`src/rtl/fifo_write_ctrl_tmr.sv`:
```
// Purpose: write-side pointer/full controller for the async FIFO, pointer state triplicated and voted every cycle.
// Latency: write_enable is combinational from registered state; full/almost-full register one cycle after the write.
// Backpressure: write_full blocks write_inc; it clears SYNC_STAGES+1 cycles after the read pointer advances.
module fifo_write_ctrl_tmr #(
  parameter int ADDRESS_SIZE       = 10,
  parameter int ALMOST_FULL_MARGIN = 4,
  parameter int SYNC_STAGES        = 2
) (
  input  logic                    write_clk,
  input  logic                    write_rst_n,
  input  logic                    write_inc,
  input  logic [ADDRESS_SIZE:0]   read_pointer_gray,
  output logic                    write_enable,
  output logic [ADDRESS_SIZE-1:0] write_address,
  output logic                    write_full,
  output logic                    write_almost_full,
  output logic [ADDRESS_SIZE:0]   write_pointer_gray,
  output logic                    seu_detected,
  output logic [7:0]              seu_count
);

  localparam int A = ADDRESS_SIZE;
  localparam logic [A+1:0] DEPTH_W  = (A+2)'(2**A);
  localparam logic [A+1:0] MARGIN_W = (A+2)'(ALMOST_FULL_MARGIN);

  typedef logic [A:0] ptr_t;

  function automatic ptr_t vote3(input ptr_t a, input ptr_t b, input ptr_t c);
    return (a & b) | (a & c) | (b & c);
  endfunction

  function automatic ptr_t gray2bin(input ptr_t g);
    ptr_t b;
    b[A] = g[A];
    for (int i = A - 1; i >= 0; i--) begin
      b[i] = b[i+1] ^ g[i];
    end
    return b;
  endfunction

  logic [1:0] rst_sync;
  logic       rst_n_sync;

  ptr_t wbin0, wbin1, wbin2;
  ptr_t wgray0, wgray1, wgray2;
  ptr_t vbin, vgray;
  ptr_t wbin_next, wgray_next;
  ptr_t sync_q [SYNC_STAGES];
  ptr_t rq_gray, rbin_sync, used;
  logic [A+1:0] free_slots;
  logic full_q, almost_full_q, full_next, almost_full_next;
  logic mismatch;
  logic seu_det_q;
  logic [7:0] seu_cnt_q;

  // Reset asserts immediately, but its release is retimed onto write_clk.
  always_ff @(posedge write_clk or negedge write_rst_n) begin
    if (!write_rst_n) rst_sync <= 2'b00;
    else              rst_sync <= {rst_sync[0], 1'b1};
  end
  assign rst_n_sync = rst_sync[1];

  assign vbin  = vote3(wbin0, wbin1, wbin2);
  assign vgray = vote3(wgray0, wgray1, wgray2);
  assign rq_gray = sync_q[SYNC_STAGES-1];

  // Gated by the internal reset so no strobe escapes while pointers are held clear.
  assign write_enable = write_inc & ~full_q & rst_n_sync;

  // Next pointer, full and almost-full, all derived from the voted value only.
  always_comb begin
    wbin_next        = vbin + {{A{1'b0}}, write_enable};
    wgray_next       = (wbin_next >> 1) ^ wbin_next;
    rbin_sync        = gray2bin(rq_gray);
    used             = wbin_next - rbin_sync;
    free_slots       = DEPTH_W - {1'b0, used};
    full_next        = (wgray_next == {~rq_gray[A:A-1], rq_gray[A-2:0]});
    almost_full_next = (free_slots <= MARGIN_W);
    mismatch         = (wbin0 != vbin) | (wbin1 != vbin) | (wbin2 != vbin) |
                       (wgray0 != vgray) | (wgray1 != vgray) | (wgray2 != vgray);
  end

  // Read pointer crosses into write_clk through a plain flop chain (Gray, so one bit moves at a time).
  always_ff @(posedge write_clk or negedge rst_n_sync) begin
    if (!rst_n_sync) begin
      for (int i = 0; i < SYNC_STAGES; i++) sync_q[i] <= '0;
    end else begin
      sync_q[0] <= read_pointer_gray;
      for (int i = 1; i < SYNC_STAGES; i++) sync_q[i] <= sync_q[i-1];
    end
  end

  // All three copies reload from the vote, which scrubs a single upset in one cycle.
  always_ff @(posedge write_clk or negedge rst_n_sync) begin
    if (!rst_n_sync) begin
      wbin0  <= '0;
      wbin1  <= '0;
      wbin2  <= '0;
      wgray0 <= '0;
      wgray1 <= '0;
      wgray2 <= '0;
    end else begin
      wbin0  <= wbin_next;
      wbin1  <= wbin_next;
      wbin2  <= wbin_next;
      wgray0 <= wgray_next;
      wgray1 <= wgray_next;
      wgray2 <= wgray_next;
    end
  end

  // Registered flags and the saturating upset counter.
  always_ff @(posedge write_clk or negedge rst_n_sync) begin
    if (!rst_n_sync) begin
      full_q        <= 1'b0;
      almost_full_q <= 1'b0;
      seu_det_q     <= 1'b0;
      seu_cnt_q     <= '0;
    end else begin
      full_q        <= full_next;
      almost_full_q <= almost_full_next;
      seu_det_q     <= mismatch;
      if (mismatch && (seu_cnt_q != 8'hFF)) seu_cnt_q <= seu_cnt_q + 8'd1;
    end
  end

  assign write_address      = vbin[A-1:0];
  assign write_pointer_gray = vgray;
  assign write_full         = full_q;
  assign write_almost_full  = almost_full_q;
  assign seu_detected       = seu_det_q;
  assign seu_count          = seu_cnt_q;

endmodule

```
`config.mk`:
```
export PLATFORM = sky130hd
export DESIGN_NAME = fifo_write_ctrl_tmr
export DESIGN_NICKNAME = d
export VERILOG_FILES = /design/src/rtl/fifo_write_ctrl_tmr.sv
export SDC_FILE = /design/constraint.sdc
export NUM_CORES = 1
export LEC_CHECK = 0
export CELL_PAD_IN_SITES_DETAIL_PLACEMENT = 0
export CELL_PAD_IN_SITES_GLOBAL_PLACEMENT = 1
export CORE_UTILIZATION = 40
export DETAILED_ROUTE_END_ITERATION = 10
export PLACE_DENSITY_LB_ADDON = 0.1
export SLEW_MARGIN = 20
export SYNTH_ARGS = -nofsm -noshare
export SYNTH_HDL_FRONTEND = slang
export SYNTH_SLANG_ARGS = --single-unit
```
`constraint.sdc`:
```
create_clock -name write_clk -period 2.05 [get_ports write_clk]
set_input_delay 0.41 -clock write_clk [delete_from_list [all_inputs] [get_ports write_clk]]
set_output_delay 0.41 -clock write_clk [all_outputs]
set_load 0.05 [all_outputs]
```
==> implementation parameters <==
Parameter                              Value

Die
  Initial Utilization ... between 40% and 50%
  Area of the core ... approximately 5600 um^2
  IO Count ... 47
  Die W ... roughly 80 um
  Core Rows ... 27
  Area of the die ... a little over 6000 um^2
  Floorplan die height ... 78.8 um

Timing
  Post-route clock skew ... between 0.004 and 0.005 ns
  Final worst slack ... -2.08 ns
  Final count of pins violating max slew ... 0
  Worst relative slew slack ... a little under two thirds
  Min cycle time layout ... 4.13 ns
  Unrepaired setup endpoints after global routing ... yes
  Fmax ... 0.242 GHz
  Final period util ... 201%
  Number of setup violations in the final report ... 2
  Worst-margin pin slew ... around 0.54 ns
  Final Hold Slack ... roughly 0.28 ns
  Count of final hold-check violations ... 0

Finish
  Nets ... approximately 350
  Share of layout cells above drive strength 1 ... between 30 and 40%
  Number of antenna cells inserted ... 0
  Area added between synthesis and finish ... 58.2%
  # fillers ... between 400 and 500
  Core utilization of the finished layout ... 66.5%
  Post-Layout Inst Area ... 3730 um^2

Flow run
  Max-cap check violation count ... 0

Global routing
  Largest net degree at the start of global routing ... between 40 and 50
  Total overflow reported by the global router ... 0
  First-pass GRT wire length ... about 8 mm
  GRT Resource Usage Total ... approximately 18%
  Number of antenna violations at the first check in global routing ... 0
  Via count of the first global-routing pass ... 1759

Placement
  Final Wtd Congestion ... 0.850
  Half-perimeter wire length after detailed placement ... about 3.8 mm
  Number of buffers added on ports ... 37
  Cell area reported after detailed placement ... around 3500 um^2

Drt
  Routed WL ... between 4 and 5 mm
  WL per Instance ... 11.9 um
  Iteration-0 DRC count of the detailed router ... 54
  Antenna-violating nets left ... 0
  Total via count in the routed design ... approximately 1800
  Pre-Repair DR Iteration Count ... 4
  Remaining design rule violation count ... 0
  Post-detailed-route via-to-cell ratio ... between 4 and 5

Synth
  Count of state elements after synthesis ... 47
  Mean post-synth cell area ... 11.4 um^2
  Gate count of the mapped netlist ... about 210
  Top FF cell, synth ... sky130_fd_sc_hd__dfrtp_1
  Yosys warnings ... 0
  Post-synth EDFFs ... 0
  Yosys cell types ... 32
  Area of the mapped netlist ... 2360 um^2
  Share of the yosys chip area belonging to registers ... 49.9%
  Proportion of synthesized flip-flops having asynchronous set or reset ... 100%

Clock tree
  Clock Tree Root ... sky130_fd_sc_hd__clkbuf_8
  TritonCTS Buffers ... 5
  Clock tree buffer depth ... 2
  H-tree levels ... 2
  TritonCTS clock tree ... done
  Quantity of hold-fixing buffers added after cts ... 0
  Clk Latency, worst-skew pair ... approximately 0.30 ns
  Clock net sink count ... 47
  Clk pin slew, worst setup/hold paths ... ~0.080 ns

Pwr
  Static Leakage ... between 1.5 and 2 nW
  Worst IR drop on VDD ... roughly 0.88 mV
  P per Cell Area ... 1240 nW/um^2

Critical path
  Endpoint required time on the critical path ... ~2.3 ns
  Reg-to-reg critical path startpoint ... rq_gray[10]
  Most frequent CP cell ... sky130_fd_sc_hd__xor2_2
  Critical path arrival ... 4.35 ns
  Launching element of the worst setup path ... rq_gray[10]
  Critical path's largest stage delay ... between 0.4 and 0.5 ns
  Critical path cell sequence ... xnor2_2, xor2_2, xor2_2, xor2_2, xor2_4, xor2_2, xor2_2, xnor2_1, ha_2, fa_2, nor2b_2, o21ai_0, a211oi_1, xor2_1, nor4b_2, nand3_1, or3_1, mux2i_1
  CP max FO ... 2
  Buf+Inv Stages, Crit Path ... 0
  Master of the slowest instance on the critical path ... sky130_fd_sc_hd__dfrtp_1
  Category of the worst setup path capture point ... flop
  CP delay by family, top ... XOR/XNOR gates
  Critical Path Source Type ... flop
  Critical setup path kind ... reg2reg

Hold path
  Hold Crit Class ... in2async

Outcome
  Violated checks ... negative setup slack
  Outcome ... finished with violations
Yosys cell counts, drive strengths merged, types with 2 or more instances:
cell	n	area (um^2)
inv	14	52.6
o21a	2	15.0
nor4b	2	17.5
nand3	7	35.0
dfrtp	47	1180
xnor2	24	218
nand2	13	48.8
nor2b	4	25.0
nand2b	2	12.5
nor2	12	45.0
ha	12	150
or3	3	18.8
conb	2	7.51
a21oi	3	15.0
a21o	2	15.0
buf	9	67.6
a31oi	2	12.5
nor3	5	25.0
o21ai	6	30.0
xor2	25	275
nand4	3	18.8
worst paths after layout:
path	slack (ns)	cells past startpoint	to
worst max-delay path	-2.08	18	write_almost_full
worst min-delay path	0.28	1	rst_sync[0]
worst max register to register	-2.08	18	write_almost_full
worst min register to register	0.35	0	rq_gray[10]
max in group asynchronous	1.21	1	rq_gray[7]
min in group write_clk	0.35	0	rq_gray[10]
worst reg2reg max path, stage by stage, from the launching register on:
cell and delay [ns]:
sky130_fd_sc_hd__dfrtp_1 0.41, sky130_fd_sc_hd__xnor2_2 0.24, sky130_fd_sc_hd__xor2_2 0.22, sky130_fd_sc_hd__xor2_2 0.22, sky130_fd_sc_hd__xor2_2 0.27, sky130_fd_sc_hd__xor2_4 0.21
sky130_fd_sc_hd__xor2_2 0.22, sky130_fd_sc_hd__xor2_2 0.21, sky130_fd_sc_hd__xnor2_1 0.09, sky130_fd_sc_hd__ha_2 0.19, sky130_fd_sc_hd__fa_2 0.35, sky130_fd_sc_hd__nor2b_2 0.13
sky130_fd_sc_hd__o21ai_0 0.08, sky130_fd_sc_hd__a211oi_1 0.31, sky130_fd_sc_hd__xor2_1 0.14, sky130_fd_sc_hd__nor4b_2 0.22, sky130_fd_sc_hd__nand3_1 0.10, sky130_fd_sc_hd__or3_1 0.31
sky130_fd_sc_hd__mux2i_1 0.13
cell usage in the layout, fill, tap and decap left out, types with 2 or more instances in the layout:
cell type | synthesis | final
sky130_fd_sc_hd__buf_4 | 9 | 80
sky130_fd_sc_hd__dfrtp_1 | 47 | 46
sky130_fd_sc_hd__clkdlybuf4s50_1 | 0 | 28
sky130_fd_sc_hd__xnor2_1 | 23 | 16
sky130_fd_sc_hd__xor2_1 | 19 | 14
sky130_fd_sc_hd__inv_1 | 14 | 12
sky130_fd_sc_hd__nand2_1 | 13 | 10
sky130_fd_sc_hd__conb_1 | 2 | 10
sky130_fd_sc_hd__nor2_1 | 12 | 9
sky130_fd_sc_hd__ha_1 | 12 | 9
sky130_fd_sc_hd__xor2_2 | 5 | 8
sky130_fd_sc_hd__xnor2_2 | 1 | 7
sky130_fd_sc_hd__clkbuf_8 | 0 | 7
sky130_fd_sc_hd__nand3_1 | 7 | 5
sky130_fd_sc_hd__o21ai_0 | 6 | 4
sky130_fd_sc_hd__nor3_1 | 5 | 4
sky130_fd_sc_hd__xor2_4 | 1 | 3
sky130_fd_sc_hd__nand2_4 | 0 | 3
sky130_fd_sc_hd__nand4_1 | 3 | 3
sky130_fd_sc_hd__a21oi_1 | 3 | 3
sky130_fd_sc_hd__or3_1 | 3 | 3
sky130_fd_sc_hd__nor2b_1 | 4 | 3
sky130_fd_sc_hd__buf_6 | 0 | 3
sky130_fd_sc_hd__nor2_4 | 0 | 2
sky130_fd_sc_hd__inv_2 | 0 | 2
sky130_fd_sc_hd__nand2b_1 | 2 | 2
sky130_fd_sc_hd__o21ai_1 | 0 | 2
sky130_fd_sc_hd__a31oi_1 | 2 | 2
sky130_fd_sc_hd__nor4b_2 | 0 | 2
sky130_fd_sc_hd__o21a_1 | 2 | 2
sky130_fd_sc_hd__a21o_1 | 2 | 2
sky130_fd_sc_hd__ha_4 | 0 | 2
state kept, by name, summed over array words and instances, names as in the netlist:
| signal | flops |
|---|---|
| wbin2 | 11 |
| rq_gray | 11 |
| write_almost_full | 1 |
| rst_sync | 2 |
| wgray2 | 10 |
| sync_q | 11 |
| write_full | 1 |
cells by family (layout without fill, tap and decap cells):
family                     count (synthesis)  after routing  synth area share [%]
AOI/OAI and AO/OA                         19             19                  5.04
xor gates and xnor gates                  49             49                  20.9
adders and majority gates                 13             13                  7.22
buffers and inverters                     23            136                  5.10
DFF                                       47             47                  49.9
muxes                                      1              1                 0.425
other                                      2             10                 0.319
and+or+nand+nor                           53             53                  11.1
power by group:
| group | leakage (nW) | internal, W | switching [W] |
|---|---|---|---|
| combinational | 1.16 | 0.00136 | 0.00150 |
| clock | 0.0515 | 0.000308 | 0.000286 |
| sequential | 0.581 | 0.00106 | 0.0000857 |
| total | 1.79 | 0.00274 | 0.00187 |
through the flow:
step                      worst slack [ns]  instances  setup TNS, ns  total power [W]
after floorplan                      -1.98        215          -4.62          0.00287
after global placement               -2.13        384          -6.24          0.00388
after detailed placement             -2.20        384          -6.57          0.00391
after CTS                            -2.09        398          -2.63          0.00461
after global routing                 -2.40        400          -3.08          0.00495
final                                -2.08        400          -2.57          0.00461
metal layers:
metal  routed length [um]  track usage [%]  up-vias
met4                  118             9.07        0
met1                 2210             23.8      817
met3                  146             3.10        9
li1                     -                -      893
met5                    0                0        -
met2                 2290             27.3       37
final cells by class:
class | instances | area [um^2] | share of cell area, %
multi-input combinational | 145 | 1350 | 36.2
clock buffer | 8 | 100 | 2.68
inverter | 14 | 52.6 | 1.41
tap | 72 | 90.1 | 2.42
sequential | 47 | 1180 | 31.6
timing repair buffer | 114 | 956 | 25.6
what timing repair did:
item / CTS / global route
setup buffers: 7 / 4
pin swaps: 18 / 11
resized for setup: 8 / 6
endpoints found under the setup margin: 6 / 5
(Power assumes the default switching activity.)
